--- src/rtl/hdmi_pkg.sv ---
// Shared constants for the DVI/HDMI period scheduler and the downstream
// encoder mux: guard-band codes, video preamble control bits and slot types.
package hdmi_pkg;

  localparam logic [9:0] GB_CH0 = 10'b1011001100;
  localparam logic [9:0] GB_CH1 = 10'b0100110011;
  localparam logic [9:0] GB_CH2 = 10'b1011001100;

  localparam logic [1:0] PRE_VIDEO_CD1 = 2'b01;
  localparam logic [1:0] PRE_VIDEO_CD2 = 2'b00;

  localparam int PREAMBLE_LEN = 8;
  localparam int GUARD_LEN    = 2;

  typedef enum logic [1:0] {
    SLOT_CONTROL,
    SLOT_PREAMBLE,
    SLOT_GUARD,
    SLOT_ACTIVE
  } slot_e;

endpackage

--- src/rtl/hdmi_video_timing.sv ---
// Horizontal/vertical timing counters plus sync and region decode.
// Starts on the first blanking line so a frame opens with a full vertical blank.
module hdmi_video_timing
  import hdmi_pkg::*;
#(
  parameter int H_ACTIVE = 640,
  parameter int H_FP     = 16,
  parameter int H_SYNC   = 96,
  parameter int H_BP     = 48,
  parameter int V_ACTIVE = 480,
  parameter int V_FP     = 10,
  parameter int V_SYNC   = 2,
  parameter int V_BP     = 33,
  parameter bit HS_POL   = 1'b0,
  parameter bit VS_POL   = 1'b0
) (
  input  logic clk,
  input  logic rstn,
  input  logic i_en,
  output logic o_hs,
  output logic o_vs,
  output logic o_h_act,
  output logic o_h_pre,
  output logic o_h_gb,
  output logic o_line_act,
  output logic o_next_act,
  output logic o_origin
);

  localparam int H_TOTAL = H_ACTIVE + H_FP + H_SYNC + H_BP;
  localparam int V_TOTAL = V_ACTIVE + V_FP + V_SYNC + V_BP;
  localparam int HW = $clog2(H_TOTAL);
  localparam int VW = $clog2(V_TOTAL);

  localparam logic [HW-1:0] H_LAST     = HW'(H_TOTAL - 1);
  localparam logic [HW-1:0] H_ACT_END  = HW'(H_ACTIVE);
  localparam logic [HW-1:0] H_SYNC_BEG = HW'(H_ACTIVE + H_FP);
  localparam logic [HW-1:0] H_SYNC_END = HW'(H_ACTIVE + H_FP + H_SYNC);
  localparam logic [HW-1:0] H_PRE_BEG  = HW'(H_TOTAL - PREAMBLE_LEN - GUARD_LEN);
  localparam logic [HW-1:0] H_GB_BEG   = HW'(H_TOTAL - GUARD_LEN);
  localparam logic [VW-1:0] V_LAST     = VW'(V_TOTAL - 1);
  localparam logic [VW-1:0] V_ACT_END  = VW'(V_ACTIVE);
  localparam logic [VW-1:0] V_ACT_LAST = VW'(V_ACTIVE - 1);
  localparam logic [VW-1:0] V_SYNC_BEG = VW'(V_ACTIVE + V_FP);
  localparam logic [VW-1:0] V_SYNC_END = VW'(V_ACTIVE + V_FP + V_SYNC);

  // Back porch must hold the whole preamble plus guard band.
  if (H_BP < PREAMBLE_LEN + GUARD_LEN || H_ACTIVE == 0 || H_FP == 0 || H_SYNC == 0 ||
      V_ACTIVE == 0 || V_FP == 0 || V_SYNC == 0 || V_BP == 0) begin : g_param_check
    $error("hdmi_video_timing: invalid timing parameters");
  end

  logic [HW-1:0] hcnt_q, hcnt_d;
  logic [VW-1:0] vcnt_q, vcnt_d;

  always_comb begin
    hcnt_d = hcnt_q;
    vcnt_d = vcnt_q;
    if (i_en) begin
      if (hcnt_q == H_LAST) begin
        hcnt_d = '0;
        vcnt_d = (vcnt_q == V_LAST) ? '0 : vcnt_q + 1'b1;
      end else begin
        hcnt_d = hcnt_q + 1'b1;
      end
    end
  end

  always_ff @(posedge clk or negedge rstn) begin
    if (!rstn) begin
      hcnt_q <= '0;
      vcnt_q <= V_ACT_END;
    end else begin
      hcnt_q <= hcnt_d;
      vcnt_q <= vcnt_d;
    end
  end

  assign o_hs       = (hcnt_q >= H_SYNC_BEG && hcnt_q < H_SYNC_END) ? HS_POL : ~HS_POL;
  assign o_vs       = (vcnt_q >= V_SYNC_BEG && vcnt_q < V_SYNC_END) ? VS_POL : ~VS_POL;
  assign o_h_act    = (hcnt_q < H_ACT_END);
  assign o_h_pre    = (hcnt_q >= H_PRE_BEG) && (hcnt_q < H_GB_BEG);
  assign o_h_gb     = (hcnt_q >= H_GB_BEG);
  assign o_line_act = (vcnt_q < V_ACT_END);
  assign o_next_act = (vcnt_q == V_LAST) || (vcnt_q < V_ACT_LAST);
  assign o_origin   = (hcnt_q == '0) && (vcnt_q == '0);

endmodule

--- src/rtl/hdmi_period_scheduler.sv ---
// Per-slot period scheduler for a video-only DVI/HDMI link: classifies each
// pixel slot, requests pixels and registers the fields for the TMDS encoders.
module hdmi_period_scheduler
  import hdmi_pkg::*;
#(
  parameter int H_ACTIVE = 640,
  parameter int H_FP     = 16,
  parameter int H_SYNC   = 96,
  parameter int H_BP     = 48,
  parameter int V_ACTIVE = 480,
  parameter int V_FP     = 10,
  parameter int V_SYNC   = 2,
  parameter int V_BP     = 33,
  parameter bit HS_POL   = 1'b0,
  parameter bit VS_POL   = 1'b0
) (
  input  logic       clk,
  input  logic       rstn,
  input  logic       i_en,
  output logic       o_req,
  input  logic [7:0] i_r,
  input  logic [7:0] i_g,
  input  logic [7:0] i_b,
  output logic       o_en,
  output logic       o_vde,
  output logic       o_gb,
  output logic [1:0] o_cd0,
  output logic [1:0] o_cd1,
  output logic [1:0] o_cd2,
  output logic [7:0] o_vd0,
  output logic [7:0] o_vd1,
  output logic [7:0] o_vd2,
  output logic       o_frame_start
);

  logic hs, vs, h_act, h_pre, h_gb, line_act, next_act, origin;
  slot_e slot;

  hdmi_video_timing #(
    .H_ACTIVE(H_ACTIVE), .H_FP(H_FP), .H_SYNC(H_SYNC), .H_BP(H_BP),
    .V_ACTIVE(V_ACTIVE), .V_FP(V_FP), .V_SYNC(V_SYNC), .V_BP(V_BP),
    .HS_POL(HS_POL), .VS_POL(VS_POL)
  ) u_timing (
    .clk       (clk),
    .rstn      (rstn),
    .i_en      (i_en),
    .o_hs      (hs),
    .o_vs      (vs),
    .o_h_act   (h_act),
    .o_h_pre   (h_pre),
    .o_h_gb    (h_gb),
    .o_line_act(line_act),
    .o_next_act(next_act),
    .o_origin  (origin)
  );

  always_comb begin
    slot = SLOT_CONTROL;
    if (line_act && h_act)       slot = SLOT_ACTIVE;
    else if (next_act && h_gb)   slot = SLOT_GUARD;
    else if (next_act && h_pre)  slot = SLOT_PREAMBLE;
  end

  assign o_req = i_en && (slot == SLOT_ACTIVE);

  logic       en_q, en_d, vde_q, vde_d, gb_q, gb_d, fs_q, fs_d;
  logic [1:0] cd0_q, cd0_d, cd1_q, cd1_d, cd2_q, cd2_d;
  logic [7:0] vd0_q, vd0_d, vd1_q, vd1_d, vd2_q, vd2_d;

  always_comb begin
    en_d  = i_en;
    vde_d = vde_q;
    gb_d  = gb_q;
    fs_d  = fs_q;
    cd0_d = cd0_q;
    cd1_d = cd1_q;
    cd2_d = cd2_q;
    vd0_d = vd0_q;
    vd1_d = vd1_q;
    vd2_d = vd2_q;
    if (i_en) begin
      vde_d = 1'b0;
      gb_d  = 1'b0;
      fs_d  = 1'b0;
      cd0_d = {vs, hs};
      cd1_d = 2'b00;
      cd2_d = 2'b00;
      vd0_d = '0;
      vd1_d = '0;
      vd2_d = '0;
      case (slot)
        SLOT_PREAMBLE: begin
          cd1_d = PRE_VIDEO_CD1;
          cd2_d = PRE_VIDEO_CD2;
        end
        SLOT_GUARD: begin
          vde_d = 1'b1;
          gb_d  = 1'b1;
        end
        SLOT_ACTIVE: begin
          vde_d = 1'b1;
          vd0_d = i_b;
          vd1_d = i_g;
          vd2_d = i_r;
          fs_d  = origin;
        end
        default: ;
      endcase
    end
  end

  always_ff @(posedge clk or negedge rstn) begin
    if (!rstn) begin
      en_q  <= 1'b0;
      vde_q <= 1'b0;
      gb_q  <= 1'b0;
      fs_q  <= 1'b0;
      cd0_q <= '0;
      cd1_q <= '0;
      cd2_q <= '0;
      vd0_q <= '0;
      vd1_q <= '0;
      vd2_q <= '0;
    end else begin
      en_q  <= en_d;
      vde_q <= vde_d;
      gb_q  <= gb_d;
      fs_q  <= fs_d;
      cd0_q <= cd0_d;
      cd1_q <= cd1_d;
      cd2_q <= cd2_d;
      vd0_q <= vd0_d;
      vd1_q <= vd1_d;
      vd2_q <= vd2_d;
    end
  end

  assign o_en          = en_q;
  assign o_vde         = vde_q;
  assign o_gb          = gb_q;
  assign o_frame_start = fs_q;
  assign o_cd0         = cd0_q;
  assign o_cd1         = cd1_q;
  assign o_cd2         = cd2_q;
  assign o_vd0         = vd0_q;
  assign o_vd1         = vd1_q;
  assign o_vd2         = vd2_q;

endmodule

--- config.mk ---
export PLATFORM = sky130hd
export DESIGN_NAME = hdmi_period_scheduler
export DESIGN_NICKNAME = d
export VERILOG_FILES = /design/src/rtl/hdmi_pkg.sv /design/src/rtl/hdmi_video_timing.sv /design/src/rtl/hdmi_period_scheduler.sv
export SDC_FILE = /design/constraint.sdc
export NUM_CORES = 1
export LEC_CHECK = 0
export ABC_AREA = 1
export CORE_UTILIZATION = 27
export DETAILED_ROUTE_END_ITERATION = 6
export PLACE_DENSITY = 0.47
export RECOVER_POWER = 100
export SLEW_MARGIN = 20
export SYNTH_ARGS = -nofsm -noshare
export SYNTH_HDL_FRONTEND = slang
export SYNTH_SLANG_ARGS = --single-unit
export TNS_END_PERCENT = 1
--- constraint.sdc ---
create_clock -name clk -period 1.3 [get_ports clk]
set_input_delay 0.26 -clock clk [delete_from_list [all_inputs] [get_ports clk]]
set_output_delay 0.26 -clock clk [all_outputs]
set_load 0.01 [all_outputs]
==> impl_metrics.csv <==
group,metric,value,unit
setup_path,start_kind,"register",
global_routing,overflow,0,
min_path,hp-class,"input pin to register",
clock_network,ctsRootBufferMaster,"clkbuf_8",
logic_synthesis,synth-simple-area-share,0.3559,
setup_path,slowest_delay,0.57,ns
logic_synthesis,ys_top_cells_by_count,"nand2_1, dfrtp_1, inv_1, nor2_1, nand3_1",
finish,drive_above_1_share,0.2489,
drt,drc,0,
logic_synthesis,synth_most_common_cell,"nand2_1",
floorplan,die_h,101.4,um
power,peakVddDrop,0.8499,mV
power,p_leak,1.980,nW
status,status,"finished, violations left",
clock_network,htreeDepth,2,
clock_network,cts-buffers-inserted,5,
logic_synthesis,yosysWarnings,0,
finish,register_area,0.001281,mm^2
logic_synthesis,ys_async_sr_fraction,1.000,
setup_path,cp-end-kind,"primary output",
logic_synthesis,synth-xor-area-share,0.009859,
setup_path,crit_path_cell_trace,"nand2_4 > nor2_4 > nor2_4 > nand3_4 > inv_4 > buf_2",
floorplan,die_area,0.01027,mm^2
flow_run,drv_cap,0,
setup_path,path_class,"register to primary output",
timing,clock_skew,0.005772,ns
timing,finalSetupViolations,46,
logic_synthesis,synth_top_area_share,0.4413,
logic_synthesis,synthCells,333,
setup_path,crit_top_cell,"nor2_4",
logic_synthesis,synthAdderAreaFrac,0.02347,
global_routing,grt_pass1_vias,2392,
setup_path,critPathMaxFanout,2,
clock_network,clockBufferDepth,2,
drt,vias_per_cell,4.291,
timing,slew_violations,0,
logic_synthesis,yosysSeqAreaShare,0.4808,
clock_network,cts_sinks,51,
floorplan,pin_count,62,
logic_synthesis,yosys.area.top_type,"dfrtp_1",
clock_network,cts.clk_slew.worst_paths,0.10,ns
setup_path,r2r_start,"u_timing.vcnt_q[1]",
min_path,hold_start,"i_b[7]",
logic_synthesis,synth_top_family_by_area,"simple AND/OR/NAND/NOR gates",
floorplan,die_width,101.4,um
setup_path,worstPathArrival,1.38,ns
floorplan,row_count,35,
floorplan,start_util,0.2831,
setup_path,critPathCapture,"o_req",
finish,final_util,0.4078,
setup_path,reg2reg_slack,-0.13,ns
drt,drtIter0Drc,56,
drt,drt_pass1_iterations,4,
global_routing,met3_usage,0.02277,
logic_synthesis,syn-cell-area,0.002665,mm^2
drt,wirelength,6.926,mm
status,violations,"setup timing",
placement,hpwl,5.137,mm
placement,place_congestion,0.8613,
drt,ant_nets,0,
timing,finalWorstSetupSlack,-0.3394,ns
setup_path,crit_path_start,"u_timing.vcnt_q[7]",
power,power,5.355,mW
logic_synthesis,synth_edf_count,0,
floorplan,coreArea,0.009415,mm^2
setup_path,cp_data_required_time,1.04,ns
logic_synthesis,synth.avg_cell_area,8.003,um^2
global_routing,busiest_layer,"met2",
logic_synthesis,yosysUniqueCellTypes,34,
global_routing,grt.total_usage,0.1419,
global_routing,grt_first_pass_wirelength,11.34,mm
setup_path,r2r-end,"u_timing.vcnt_q[4]",
logic_synthesis,synth-main-ff-cell,"dfrtp_1",
global_routing,grt_antenna_before_repair,0,
logic_synthesis,synthMuxAreaShare,0.003756,
timing,min_period,1.639,ns
global_routing,grtUsageMet2,0.2297,
logic_synthesis,synth_compound_area_frac,0.04507,
timing,hold_violations,0,
clock_network,clock_latency,0.31,ns
timing,worst_slew_pin_slew,0.7309,ns
finish,nFillCells,970,
finish,multiInputGateArea,0.001252,mm^2
timing,rsz0062_at_grt,"true",
timing,timing.final.crit_share,1.261,
setup_path,cp_slowest_cell,"dfstp_2",
placement,io_buffers,58,
timing,setup_tns,-3.767,ns
global_routing,grt_util_met1,0.1917,
logic_synthesis,synth.ff_latch_count,51,
power,cellPowerDensity,1395,mW/mm^2
logic_synthesis,synthTopCellsByArea,"dfrtp_1, nand2_1, inv_1",
finish,syn_to_final_growth,44.08,%
global_routing,grt_max_degree,52,
clock_network,cts_tree,"built",
finish,finalNetCount,469,
drt,vias,2433,
finish,n_antenna_cell,0,
drt,routedWlPerCell,12.22,um
timing,max_slew_margin,0.5128,
timing,max_freq,610.0,MHz
setup_path,worstRegToRegCells,8,
how the worst min path moves through the flow:
stage / end / slack [ns] / cells after the start
floorplan: o_cd0[0] / -0.04 / 0
global placement: o_vd1[6] / 0.28 / 2
detailed placement: o_vd1[6] / 0.27 / 2
CTS: o_vd1[6] / 0.46 / 3
global route: o_vd0[7] / 0.46 / 3
finish: o_vd0[7] / 0.47 / 3
worst max-delay path, delay by kind of cell, from the launching register on:
| kind | cells | cell delay (ns) |
|---|---|---|
| buf+inv | 2 | 0.16 |
| flops | 1 | 0.57 |
| simple gates | 4 | 0.33 |
what timing repair did:
item                                    in CTS  in global routing
resized for setup                           51                 20
hold endpoints to repair                    47                  0
pin swaps                                    2                  6
setup buffers                                2                  0
endpoints found under the setup margin      78                 52
hold buffers                                 1                  0
gates cloned                                 0                  0
power by group:
group          internal (mW)  leakage (nW)  switching (mW)
registers               1.94         0.598           0.218
clock network          0.575        0.0581           0.579
logic                  0.939          1.32            1.11
total                   3.45          1.98            1.90
routing by layer:
layer,up-vias,wire [um]
li1,1250,-
met4,0,104
met3,7,200
met2,34,3386
met5,-,0
met1,1142,3234
cell type report:
cell class	instances	area share
flip-flops and latches	51	0.3337
inverters	36	0.03715
well taps	129	0.04203
clock inverters	3	0.01140
clock buffers	5	0.01792
repair buffers	104	0.2317
multi-input cells	239	0.3262
metrics by stage:
step	setup slack, ns	cell area, um^2	hold slack (ns)	instances
3_5_place_dp	-0.5466	3675	0.2750	556
4_1_cts	-0.3533	3809	0.4575	567
3_3_place_gp	-0.5124	3675	0.2806	556
2_1_floorplan	-0.03972	2675	-0.03559	335
6_report	-0.3394	3840	0.4700	567
5_1_grt	-0.3970	3840	0.4607	567
cell families (layout without fill, tap and decap cells):
group | Yosys count | count (layout)
AO/OA/AOI/OAI | 22 | 22
other | 1 | 3
multiplexers | 1 | 1
XOR/XNOR | 3 | 3
adder cells (fa/ha/maj) | 5 | 5
flip-flops | 51 | 51
buffers and inverters | 45 | 148
AND/OR/NAND/NOR | 205 | 205
layout by cell type, fill, tap and decap left out, types with 2 or more instances in the layout:
| master | count |
|---|---|
| a21oi_1 | 4 |
| buf_2 | 2 |
| buf_4 | 38 |
| buf_6 | 3 |
| clkbuf_4 | 3 |
| clkbuf_8 | 5 |
| clkdlybuf4s15_1 | 3 |
| clkdlybuf4s50_1 | 24 |
| conb_1 | 3 |
| dfrtp_1 | 47 |
| dfstp_2 | 4 |
| dlygate4sd2_1 | 29 |
| ha_1 | 3 |
| ha_2 | 2 |
| inv_1 | 28 |
| inv_2 | 5 |
| inv_4 | 3 |
| nand2_1 | 112 |
| nand2_2 | 16 |
| nand2_4 | 3 |
| nand3_1 | 18 |
| nand3_4 | 2 |
| nand4_1 | 11 |
| nor2_1 | 23 |
| nor2_2 | 6 |
| nor2_4 | 6 |
| nor3_2 | 2 |
| o21ai_0 | 7 |
| o21ai_1 | 7 |
| o21ai_2 | 2 |
| xor2_1 | 3 |
state kept, by name (all words and copies together), names as in the netlist:
name and cells:
u_timing.vcnt_q 10, o_en 1, o_vd0 8, o_vde 1
u_timing.hcnt_q 10, o_gb 1, o_frame_start 1, o_cd0 2
o_vd1 8, o_cd1 1, o_vd2 8
No activity file was read; power rests on OpenSTA's default activity.
